File: src/rtl/codon_reader.sv
// Loads up to five nibble-coded codons (4'hF terminated) and presents the nibble
// of every codon at a shared index combinationally, with per-codon end flags.
module codon_reader #(
  parameter int MAX_LEN = 8
) (
  input  logic       i_clk,
  input  logic       i_rst_n,
  input  logic       i_start,
  input  logic [3:0] i_nibble_in,
  input  logic       i_nibble_valid,
  output logic       o_nibble_ready,
  input  logic [3:0] i_codon_index,
  output logic [3:0] o_codon1,
  output logic [3:0] o_codon2,
  output logic [3:0] o_codon3,
  output logic [3:0] o_codon4,
  output logic [3:0] o_codon5,
  output logic [4:0] o_end_of_codon,
  output logic       o_done_reader,
  output logic       o_error
);

  localparam logic [3:0] MAX_LEN_4 = 4'(MAX_LEN);

  typedef enum logic [1:0] {
    S_IDLE,
    S_LOAD,
    S_DONE,
    S_ERROR
  } state_t;

  state_t     r_state;
  state_t     w_state_next;
  logic [3:0] r_len [5];
  logic [2:0] r_cur;
  logic [3:0] r_wr_ptr;
  // Sixteen slots per codon so the 4-bit pointers index the array exactly;
  // only the first MAX_LEN slots are ever written or read.
  logic [3:0] r_store [5][16];

  logic w_accept;
  logic w_term;
  logic w_room;

  assign w_accept = (r_state == S_LOAD) && i_nibble_valid;
  assign w_term   = (i_nibble_in == 4'hF);
  assign w_room   = (r_wr_ptr < MAX_LEN_4);

  always_ff @(posedge i_clk or negedge i_rst_n) begin
    if (!i_rst_n) begin
      r_state <= S_IDLE;
    end else begin
      r_state <= w_state_next;
    end
  end

  always_comb begin
    w_state_next = r_state;
    case (r_state)
      S_IDLE, S_DONE, S_ERROR: begin
        if (i_start) w_state_next = S_LOAD;
      end
      S_LOAD: begin
        if (w_accept) begin
          if (w_term && (r_cur == 3'd4)) w_state_next = S_DONE;
          else if (!w_term && !w_room)   w_state_next = S_ERROR;
        end
      end
      default: w_state_next = S_IDLE;
    endcase
  end

  always_ff @(posedge i_clk or negedge i_rst_n) begin
    if (!i_rst_n) begin
      for (int i = 0; i < 5; i++) r_len[i] <= 4'd0;
      r_cur    <= 3'd0;
      r_wr_ptr <= 4'd0;
    end else if ((r_state != S_LOAD) && i_start) begin
      for (int i = 0; i < 5; i++) r_len[i] <= 4'd0;
      r_cur    <= 3'd0;
      r_wr_ptr <= 4'd0;
    end else if (w_accept) begin
      if (w_term) begin
        r_len[r_cur] <= r_wr_ptr;
        r_wr_ptr     <= 4'd0;
        r_cur        <= r_cur + 3'd1;
      end else if (w_room) begin
        r_wr_ptr <= r_wr_ptr + 4'd1;
      end
    end
  end

  // Contents need no reset: a slot is only visible once its codon length covers it.
  always_ff @(posedge i_clk) begin
    if (w_accept && !w_term && w_room) begin
      r_store[r_cur][r_wr_ptr] <= i_nibble_in;
    end
  end

  logic [3:0] w_codon [5];
  logic [4:0] w_end;

  genvar gi;
  generate
    for (gi = 0; gi < 5; gi++) begin : g_codon
      logic w_hit;
      assign w_hit        = (i_codon_index < r_len[gi]) && (i_codon_index < MAX_LEN_4);
      assign w_codon[gi]  = w_hit ? r_store[gi][i_codon_index] : 4'hF;
      assign w_end[gi]    = (r_len[gi] != 4'd0) && (i_codon_index == (r_len[gi] - 4'd1));
    end
  endgenerate

  assign o_codon1       = w_codon[0];
  assign o_codon2       = w_codon[1];
  assign o_codon3       = w_codon[2];
  assign o_codon4       = w_codon[3];
  assign o_codon5       = w_codon[4];
  assign o_end_of_codon = w_end;
  assign o_nibble_ready = (r_state == S_LOAD);
  assign o_done_reader  = (r_state == S_DONE);
  assign o_error        = (r_state == S_ERROR);

endmodule

File: config.mk
export PLATFORM = sky130hd
export DESIGN_NAME = codon_reader
export DESIGN_NICKNAME = d
export VERILOG_FILES = /design/src/rtl/codon_reader.sv
export SDC_FILE = /design/constraint.sdc
export NUM_CORES = 1
export LEC_CHECK = 0
export ABC_AREA = 1
export BUFFER_PORTS_ARGS = -buffer_cell sky130_fd_sc_hd__clkbuf_2
export CAP_MARGIN = 10
export CORE_AREA = 2 2 123 173
export DETAILED_ROUTE_END_ITERATION = 12
export DIE_AREA = 0 0 125 175
export SYNTH_ARGS = -nofsm -noshare
export SYNTH_HDL_FRONTEND = slang
export SYNTH_SLANG_ARGS = --single-unit
export TNS_END_PERCENT = 10
File: constraint.sdc
create_clock -name i_clk -period 1.95 [get_ports i_clk]
set_clock_uncertainty 0.15 [all_clocks]
set_input_delay 0.195 -clock i_clk [delete_from_list [all_inputs] [get_ports i_clk]]
set_output_delay 0.195 -clock i_clk [all_outputs]
set_load 0.03 [all_outputs]
==> qor.log <==
[floorplan] area enclosed by the die boundary 21900 um2
[run_status] outcome complete, but fails checks
[timing] total of endpoints with negative setup slack in the final report 41
[yosys] count of state elements after synthesis 189
[worst_setup_path] worst r2r src r_state[1]
[cells_and_area] Final Non-Filler Cells 1371
[drt] detailed-routed wire length on met3 800 um
[timing] share of the clock period used by the worst path after layout 115%
[yosys] instance count of the mapped netlist 963
[yosys] mapped cell area 9010 um2
[worst_setup_path] CP cell instances inv_1, ha_4, a21oi_1, nand2_1, nor2_2, buf_6, nand3_4, buf_8
[yosys] Synth async-reset ratio 15.3%
[run_status] failing checks setup timing
[cells_and_area] post-synthesis to final-layout area growth 30.1%
[worst_setup_path] endpoint of the lowest-slack register-to-register path r_store[4][36]
[timing] setup repair after global routing missed its margin true
[worst_hold_path] number of cells on the worst hold path 5
[yosys] count of flip-flops with a built-in enable after synthesis 160
[global_routing] vias in the first global route 6914
[floorplan] effective utilization at floorplan 44.3%
[yosys] most instantiated library cell after synthesis nand2_1
[timing] Rel. slew slack 47.9%
[power] leakage power of the design 4.82 nW
[worst_setup_path] cell with the biggest individual delay on the critical path dfrtp_1
[power] Power Density 1050 nW/um2
[yosys] synthesized-area fraction occupied by ao, oa, aoi and oai cells 6.43%
[drt] iteration count of the initial detailed-routing pass 5
[place] count of input and output buffers 39
[yosys] combinational family with the most area after synthesis simple AND/OR/NAND/NOR gates
[floorplan] standard-cell rows 62
[drt] wirelength, routed 22900 um
[floorplan] IO Count 40
[yosys] Yosys warning total 0
[drt] total via count after detailed routing 6974
[yosys] fraction of the mapped netlist area in adder cells 4.31%
[clock_network] buffer cell driving the clock tree root clkbuf_16
[floorplan] vertical die dimension 175 um
[worst_setup_path] depth of the worst register-to-register path 7
[power] post-layout power 12.3 mW
[cells_and_area] fraction of final layout cells with drive strength greater than 1 24.9%
[yosys] post-synthesis average cell area 9.35 um2
[cells_and_area] final layout net count 1145
[timing] final worst-path setup slack -0.286 ns
[clock_network] CTS tree done
[timing] highest clock rate 447 MHz
[place] Placed Instances 1317
[place] post-detailed-placement half-perimeter wirelength 15200 um
[yosys] biggest area contributors in the synthesized netlist edfxtp_1 53%, nand2_1 11%, dfrtp_1 8.1%
[timing] Hold Violations, Final 0
[worst_setup_path] type of element capturing the critical path output pin
[floorplan] width of the chip 125 um
[worst_hold_path] origin of the worst min-delay path i_nibble_valid
[job] Maximum Capacitance Violations 0
[drt] met2 WL 11900 um
[worst_setup_path] highest fanout seen on the critical path 4
[drt] antenna viol nets, final 0
[global_routing] maximum number of pins on one net before global-route repair 49
[timing] slew at the pin closest to its max-slew limit 0.782 ns
[drt] final routed DRC violation total 0
[yosys] sequential element share of the synthesized area 61.4%
[worst_setup_path] register-to-register setup slack -0.03 ns
[yosys] area share of the leading cell type in the synthesized netlist 53.3%
[yosys] parity-gate share of the synthesized area counting xor and xnor cells 0.778%
[global_routing] residual overflow from global routing 0
[worst_hold_path] class of the tightest hold or removal check in -> reg
[worst_setup_path] worst stage delay on the critical path 0.39 ns
[timing] minimum clock period after layout 2.24 ns
[place] routability congestion estimate from global placement 0.827
[global_routing] number of antenna violations at the first check in global routing 0
[drt] wire length per cell after detailed routing 16.7 um
[drt] met1 WL 9440 um
[clock_network] number of buffers created by CTS 17
[yosys] cell taking the most area after synthesis edfxtp_1
[cells_and_area] number of diodes 0
[drt] Detailed Route Iter0 Violations 577
[worst_setup_path] element type at the critical path start flip-flop
[worst_setup_path] category of the most critical setup path reg -> out
[drt] highest metal layer with signal wires met4
[yosys] simple-gate share of the synthesized area 22.6%
[yosys] Synth cell types 24
[power] Peak VDD IR 684 uV
[worst_setup_path] arrival time worst endpoint 1.89 ns
[yosys] Primary FF master, synth edfxtp_1
[clock_network] CTS H-tree depth 4
[global_routing] total routing usage reported by global routing 21.2%
[yosys] proportion of synthesized area in mux cells 0%
[clock_network] clock latency on the worst-skew pair 0.43 ns
[timing] max-slew violations 0
[global_routing] first-pass GRT wire length 35800 um
[yosys] net count after synthesis 1006
[timing] Final Hold Slack 0.0322 ns
[clock_network] Max clock buf depth 2
[worst_hold_path] worst hold path endpoint r_wr_ptr[1]
[yosys] synth cell count leaders 274 x nand2_1, 179 x nor2_1, 160 x edfxtp_1
[worst_setup_path] required time reported for the critical path endpoint 1.60 ns
[clock_network] Reg clk slew, reported paths 0.08 ns
[floorplan] Core Region 20300 um2
[clock_network] number of clock sinks seen by CTS 189
[drt] Vias per Instance 5.09
==> cell type report <==
| class | count | area, um2 |
|---|---|---|
| flip-flops and latches | 189 | 5530 |
| well taps | 256 | 320 |
| clock inverters | 15 | 171 |
| multi-input cells | 669 | 3550 |
| repair buffers | 161 | 1480 |
| fillers | 1712 | 8610 |
| inverters | 64 | 240 |
| clock buffers | 17 | 425 |
==> cell families (layout without fill, tap and decap cells) <==
| group | count (synthesis) | after routing |
|---|---|---|
| xor gates and xnor gates | 8 | 8 |
| buffers and inverters | 105 | 257 |
| adders and majority gates | 31 | 31 |
| DFF | 189 | 189 |
| AOI/OAI and AO/OA | 113 | 113 |
| and+or+nand+nor | 517 | 517 |
==> critical path, delay by kind of cell, from the launching register on <==
kind                     cells  cell delay [ns]
buffers and inverters        3             0.41
flip-flops                   1             0.39
AND/OR/NAND/NOR              3             0.30
adder cells (fa/ha/maj)      1             0.20
AO/OA/AOI/OAI                1             0.14
==> layer usage <==
| layer | track usage (%) | up-vias |
|---|---|---|
| li1 | - | 3469 |
| met5 | 0 | - |
| met3 | 3.86 | 46 |
| met4 | 8.70 | 0 |
| met2 | 37.9 | 152 |
| met1 | 25.0 | 3307 |
==> sequential cells by signal, indices dropped and copies added, names as in the netlist <==
register	flops
r_cur	3
r_len	20
r_state	2
r_store	160
r_wr_ptr	4
==> report_power, final <==
part	switching, mW	internal [mW]
combinational	2.37	1.59
clock	1.64	1.84
sequential	0.218	4.69
total	4.23	8.12
==> placed cells by master (no fill, tap or decap), types with 2 or more instances in the layout <==
cell type and n:
inv_8 4, ha_1 18, inv_2 22, nor3_1 2, nand3_1 35, buf_8 19
clkinv_8 2, clkinv_1 2, xor2_1 4, nand2_2 4, clkbuf_16 17, nand2_1 271
o21ai_0 91, inv_6 5, nor2_2 15, clkbuf_8 5, a21oi_2 3, edfxtp_1 160
ha_4 13, o21ai_1 8, inv_1 41, clkbuf_2 14, dfrtp_1 29, buf_6 21
nand4_1 3, nor2_1 157, a21oi_1 5, nand3_4 13, buf_4 97, xnor2_1 4
nor2_4 7, nand3_2 8, buf_12 4, o21bai_1 5
==> stage by stage <==
step                setup WS (ns)  TNS (ns)  area (um2)  utilization (%)
finish                     -0.286     -6.22       11700             57.6
global route               -0.404    -24.22       11700             57.6
CTS                        -0.321     -7.45       11300             55.7
detailed placement         -0.156    -12.01       10200             50.1
global placement           -0.145     -8.48       10200             50.1
floorplan                 0.00118         0        9020                -
==> how the worst max path moves through the flow <==
| stage | startpoint | endpoint | slack [ns] | cells after the start |
|---|---|---|---|---|
| final | r_len[3] | o_codon5[0] | -0.29 | 8 |
| after global routing | r_len[1] | o_codon5[1] | -0.40 | 10 |
| after CTS | r_len[9] | o_codon3[2] | -0.32 | 10 |
| after detailed placement | i_nibble_in[1] | r_store[4][38] | -0.16 | 8 |
| after global placement | i_nibble_in[1] | r_store[2][43] | -0.14 | 8 |
| after floorplan | i_codon_index[0] | o_end_of_codon[1] | 0.001 | 9 |
==> timing repair <==
| item | in CTS | in global routing |
|---|---|---|
| hold buffers | 1 | 0 |
| endpoints found under the hold margin | 29 | 0 |
| buffers inserted | 9 | 12 |
| endpoints found under the setup margin | 153 | 186 |
| gates resized for setup | 110 | 82 |
| pin swaps | 33 | 27 |
Power figures use the tool's default switching activity.
